--- config.mk ---
export PLATFORM = sky130hd
export DESIGN_NAME = operand_issue
export DESIGN_NICKNAME = d
export VERILOG_FILES = /design/src/rtl/operand_issue.sv
export SDC_FILE = /design/constraint.sdc
export NUM_CORES = 1
export LEC_CHECK = 0
export BUFFER_PORTS_ARGS = -buffer_cell sky130_fd_sc_hd__buf_2
export CAP_MARGIN = 30
export CORE_ASPECT_RATIO = 1.75
export CORE_UTILIZATION = 29
export CTS_BUF_LIST = sky130_fd_sc_hd__clkbuf_2 sky130_fd_sc_hd__clkbuf_4 sky130_fd_sc_hd__clkbuf_8
export CTS_CLUSTER_DIAMETER = 50
export DETAILED_ROUTE_END_ITERATION = 10
export PLACE_DENSITY = 0.53
export SETUP_SLACK_MARGIN = 0.1
export SYNTH_ARGS = -nofsm -noshare
export SYNTH_HDL_FRONTEND = slang
export SYNTH_HIERARCHICAL = 1
export SYNTH_SLANG_ARGS = --single-unit
--- constraint.sdc ---
create_clock -name clk -period 2.71 [get_ports clk]
set_clock_uncertainty 0.05 [all_clocks]
set_input_delay 0.1355 -clock clk [delete_from_list [all_inputs] [get_ports clk]]
set_output_delay 0.1355 -clock clk [all_outputs]
set_load 0.005 [all_outputs]
--- src/rtl/operand_issue.sv ---
// operand_issue: 4 x DW register file with a pending scoreboard, feeding a one-deep ALU issue register.
// Build option OPERAND_ISSUE_FORWARD_EN: forward same-cycle writeback data to sources instead of stalling.
module operand_issue_reg #(
    parameter int DW = 8
) (
    input  logic          clk,
    input  logic          rst_n,
    input  logic          we,
    input  logic [DW-1:0] wdata,
    input  logic          set_pend,
    output logic [DW-1:0] data,
    output logic          pend
);
    always_ff @(posedge clk or negedge rst_n) begin
        if (!rst_n) begin
            data <= '0;
            pend <= 1'b0;
        end else begin
            if (we) data <= wdata;
            // a fresh claim on this register outlives a writeback landing in the same cycle
            if (set_pend)  pend <= 1'b1;
            else if (we)   pend <= 1'b0;
        end
    end
endmodule

module operand_issue #(
    parameter int DW = 8
) (
    input  logic          clk,
    input  logic          rst_n,
    input  logic [7:0]    instr,
    input  logic          in_valid,
    output logic          in_ready,
    output logic [DW-1:0] rs1,
    output logic [DW-1:0] rs2,
    output logic [2:0]    ctrl,
    output logic          flag,
    output logic [1:0]    rd,
    output logic          out_valid,
    input  logic          out_ready,
    input  logic          wb_en,
    input  logic [1:0]    wb_addr,
    input  logic [DW-1:0] wb_data
);
    localparam int NREG = 4;
    localparam int NSRC = 2;

    typedef struct packed {
        logic [2:0]    ctrl;
        logic          flag;
        logic [1:0]    rd;
        logic [DW-1:0] rs1;
        logic [DW-1:0] rs2;
    } iss_t;

    logic [NREG-1:0][DW-1:0] rf;
    logic [NREG-1:0]         pending;
    logic [NSRC-1:0][1:0]    src;
    logic [NSRC-1:0][DW-1:0] opnd;
    logic [NSRC-1:0]         blk;
    logic                    stall;
    logic                    accept;
    iss_t                    iss_q;
    iss_t                    iss_d;

    // source 0 doubles as the destination index
    assign src[0] = instr[3:2];
    assign src[1] = instr[1:0];

    for (genvar s = 0; s < NSRC; s++) begin : g_src
        logic hit;
        assign hit = wb_en && (wb_addr == src[s]);
`ifdef OPERAND_ISSUE_FORWARD_EN
        assign blk[s]  = pending[src[s]] && !hit;
        assign opnd[s] = hit ? wb_data : rf[src[s]];
`else
        logic unused_hit;
        assign unused_hit = hit;
        assign blk[s]  = pending[src[s]];
        assign opnd[s] = rf[src[s]];
`endif
    end

    assign stall    = |blk;
    assign in_ready = (!out_valid || out_ready) && !stall;
    assign accept   = in_valid && in_ready;

    for (genvar i = 0; i < NREG; i++) begin : g_reg
        operand_issue_reg #(.DW(DW)) u_reg (
            .clk      (clk),
            .rst_n    (rst_n),
            .we       (wb_en && (wb_addr == 2'(i))),
            .wdata    (wb_data),
            .set_pend (accept && (src[0] == 2'(i))),
            .data     (rf[i]),
            .pend     (pending[i])
        );
    end

    always_comb begin
        iss_d      = iss_q;
        iss_d.ctrl = instr[7:5];
        iss_d.flag = instr[4];
        iss_d.rd   = instr[3:2];
        iss_d.rs1  = opnd[0];
        iss_d.rs2  = opnd[1];
    end

    always_ff @(posedge clk or negedge rst_n) begin
        if (!rst_n) begin
            iss_q     <= '0;
            out_valid <= 1'b0;
        end else if (accept) begin
            iss_q     <= iss_d;
            out_valid <= 1'b1;
        end else if (out_ready) begin
            out_valid <= 1'b0;
        end
    end

    assign ctrl = iss_q.ctrl;
    assign flag = iss_q.flag;
    assign rd   = iss_q.rd;
    assign rs1  = iss_q.rs1;
    assign rs2  = iss_q.rs2;
endmodule

==> results.toml <==
[global_route]
grt_pass1_vias = 1861
grt_usage = 0.1333
grt_pass1_wl_um = 10160
antenna_found_initial = 0
overflow = 0
grt_max_degree = 36

[place]
place_area_um2 = 3363
dp.final_hpwl_um = 4523
place.gp.congestion = 0.8047
dp.cells = 344
io_buffers = 46

[worst_setup_path]
path_cells = "mux2_4 > or3b_4 > a21oi_4 > buf_12 > mux2_4"
cp_slowest_cell = "or3b_4"
cp_data_required_time_ns = 2.89
worstSetupPathType = "reg -> reg"
crit_path_start_kind = "flop"
path_max_fanout = 15
slowest_delay_ns = 0.41
worst_setup_path_end_kind = "flop"
path_common_cell = "mux2_4"
worstPathArrival_ns = 2.31

[logic_synthesis]
syn_area_um2 = 3015
synth.net_count = 202
ys_top_cells_by_area = "dfrtp_1 49%, mux2_4 26%, mux4_1 7.0%"
synth_edf_count = 0
seq_area_frac_synth = 0.4896
syn_inst = 179
synth_top_area_frac = 0.4896
async_flop_share = 1.000
synth_common_cells = "59 x dfrtp_1, 53 x mux2_4, 8 x mux4_1, 8 x mux4_2, 7 x buf_6"
syn_avg_cell_area_um2 = 16.85
ys_dominant_reg_cell = "dfrtp_1"
yosys.area.top_type = "dfrtp_1"
ys_ff_latch = 59
synth_cell_types = 25
synth_warnings = 6
synth.most_common_cell = "dfrtp_1"

[final_layout]
final_nets = 258
diodes = 0
num-fill-cells = 1004
final_cell_area_um2 = 3612
drive_above_1_share = 0.5542
syn_to_final_growth_pct = 19.79
final_cell_count_no_fill = 365

[floorplanning]
dieArea_um2 = 10830
die_y_um = 136.9
core_area_um2 = 9970
core.rowCount = 48
die_w_um = 79.08
io_pins = 47
initial_utilization = 0.3025

[clocking]
post_cts_resized = 0
clk_latency_ns = 0.34
numClockSinks = 59
clkTransAtPathRegs_ns = 0.06
cts_max_path_buffers = 2
cts_tree = "done"
cts_buffers = 9
cts_root_buffer = "clkbuf_8"
cts_max_level = 3

[sta]
fin_tns_setup_ns = 0
finalMaxSlewViolations = 0
clock.fmax_mhz = 467.7
max-slew-margin-rel = 0.4692
setup_viol = 0
finalCritPeriodShare = 0.7890
hold_viol_final = 0
rsz0062_at_grt = "no"
fin_crit_ns = 2.138
worst_pin_slew_ns = 0.7962

[power_and_ir_drop]
ir_drop_mv = 0.3492
power.leakage_nw = 1.707
total_power_mw = 3.111
powerDensity_nw_per_um2 = 861.2

[flow_run]
drv_cap = 0

[min_path]
min_path_type = "in -> reg"

[drt]
vias = 1696
drt_iter0_markers = 99
wl_um = 6405
wl_per_cell_um = 17.55
vias_per_cell = 4.647
drtPass1Iterations = 4
ant_nets = 0
drc = 0

[run_status]
status = "complete, no violations"
routing by layer:
layer	GRT usage	vias to the layer above	routed length (um)
li1	-	774	-
met1	0.1508	868	2686
met3	0.02200	13	194
met4	0.09192	0	180
met2	0.2261	41	3343
met5	0	-	0
worst max-delay path: cells and delay by family (launching register included):
family	cells	cell delay (ns)
flops	1	0.39
compound gates	1	0.35
mux	2	0.59
simple gates	1	0.41
buf+inv	1	0.23
layout by cell type, fill, tap and decap left out:
cell,instances
a21o_1,5
nor2_1,4
dfrtp_1,59
clkinv_2,1
inv_1,5
and3_1,1
a21oi_4,1
and3b_1,1
clkbuf_8,13
a21oi_1,2
buf_4,4
nor3b_2,1
buf_12,1
dlygate4sd3_1,5
and2_1,3
a21o_2,1
nand3_1,1
mux2_4,53
mux4_1,8
o21ai_0,1
clkbuf_4,2
or3b_4,1
mux4_2,8
nand2_1,4
nor2b_1,1
mux2i_1,3
buf_2,46
a22oi_1,2
nand2b_1,2
mux2_2,1
cell families after synthesis:
kind of cell,after synthesis,synth area share
AOI/OAI and AO/OA,12,0.03071
buffers and inverters,16,0.03735
DFF,59,0.4896
muxes,73,0.4071
and+or+nand+nor,19,0.03527
cell type report:
class / instances / area, um2 / area share
Clock buffer: 15 / 193.9 / 0.05369
Inverter: 5 / 18.77 / 0.005196
Sequential cell: 59 / 1476 / 0.4087
Tap cell: 125 / 156.4 / 0.04330
Clock inverter: 1 / 5.005 / 0.001386
Timing Repair Buffer: 56 / 330.3 / 0.09144
Multi-Input combinational cell: 104 / 1431 / 0.3963
path summary, 6_finish.rpt:
path	cells past startpoint	start	end	slack, ns
setup reg to reg	5	g_reg[0].u_reg/pend$_DFFE_PN0P_	rd[1]$_DFFE_PN0P_	0.57
hold / removal	2	wb_data[6]	g_reg[2].u_reg/data[6]$_DFFE_PN0P_	0.02
min in group asynchronous	2	rst_n	g_reg[0].u_reg/data[5]$_DFFE_PN0P_	0.37
max in group asynchronous	3	rst_n	ctrl[0]$_DFFE_PN0P_	1.53
setup / recovery	5	g_reg[0].u_reg/pend$_DFFE_PN0P_	rd[1]$_DFFE_PN0P_	0.57
hold reg to reg	1	rd[0]$_DFFE_PN0P_	rd[0]$_DFFE_PN0P_	0.42
power by group:
group / switching [mW] / internal [mW] / leakage, nW
registers: 0.204 / 1.17 / 0.704
clock network: 0.326 / 0.451 / 0.107
logic: 0.314 / 0.647 / 0.897
total: 0.844 / 2.27 / 1.71
timing repair:
action | CTS | global route
buffers inserted | 0 | 0
hold buffers | 5 | 0
endpoints found under the hold margin | 37 | 0
through the flow:
stage	util	setup WS (ns)	hold slack, ns
3_5_place_dp	0.3373	0.4631	0.2243
6_report	0.3623	0.5718	0.02053
4_1_cts	0.3623	0.5551	0.009662
5_1_grt	0.3623	0.5106	0.01553
2_1_floorplan	-	0.8286	-0.2101
3_3_place_gp	0.3373	0.4874	0.2194
state kept, by name, indices dropped and copies added, names as in the netlist:
signal,cells
out_valid,1
rs1,8
g.u_reg/pend,4
flag,1
rs2,8
ctrl,3
rd,2
g.u_reg/data,32
Note: power is estimated with default switching activity, not from simulation.
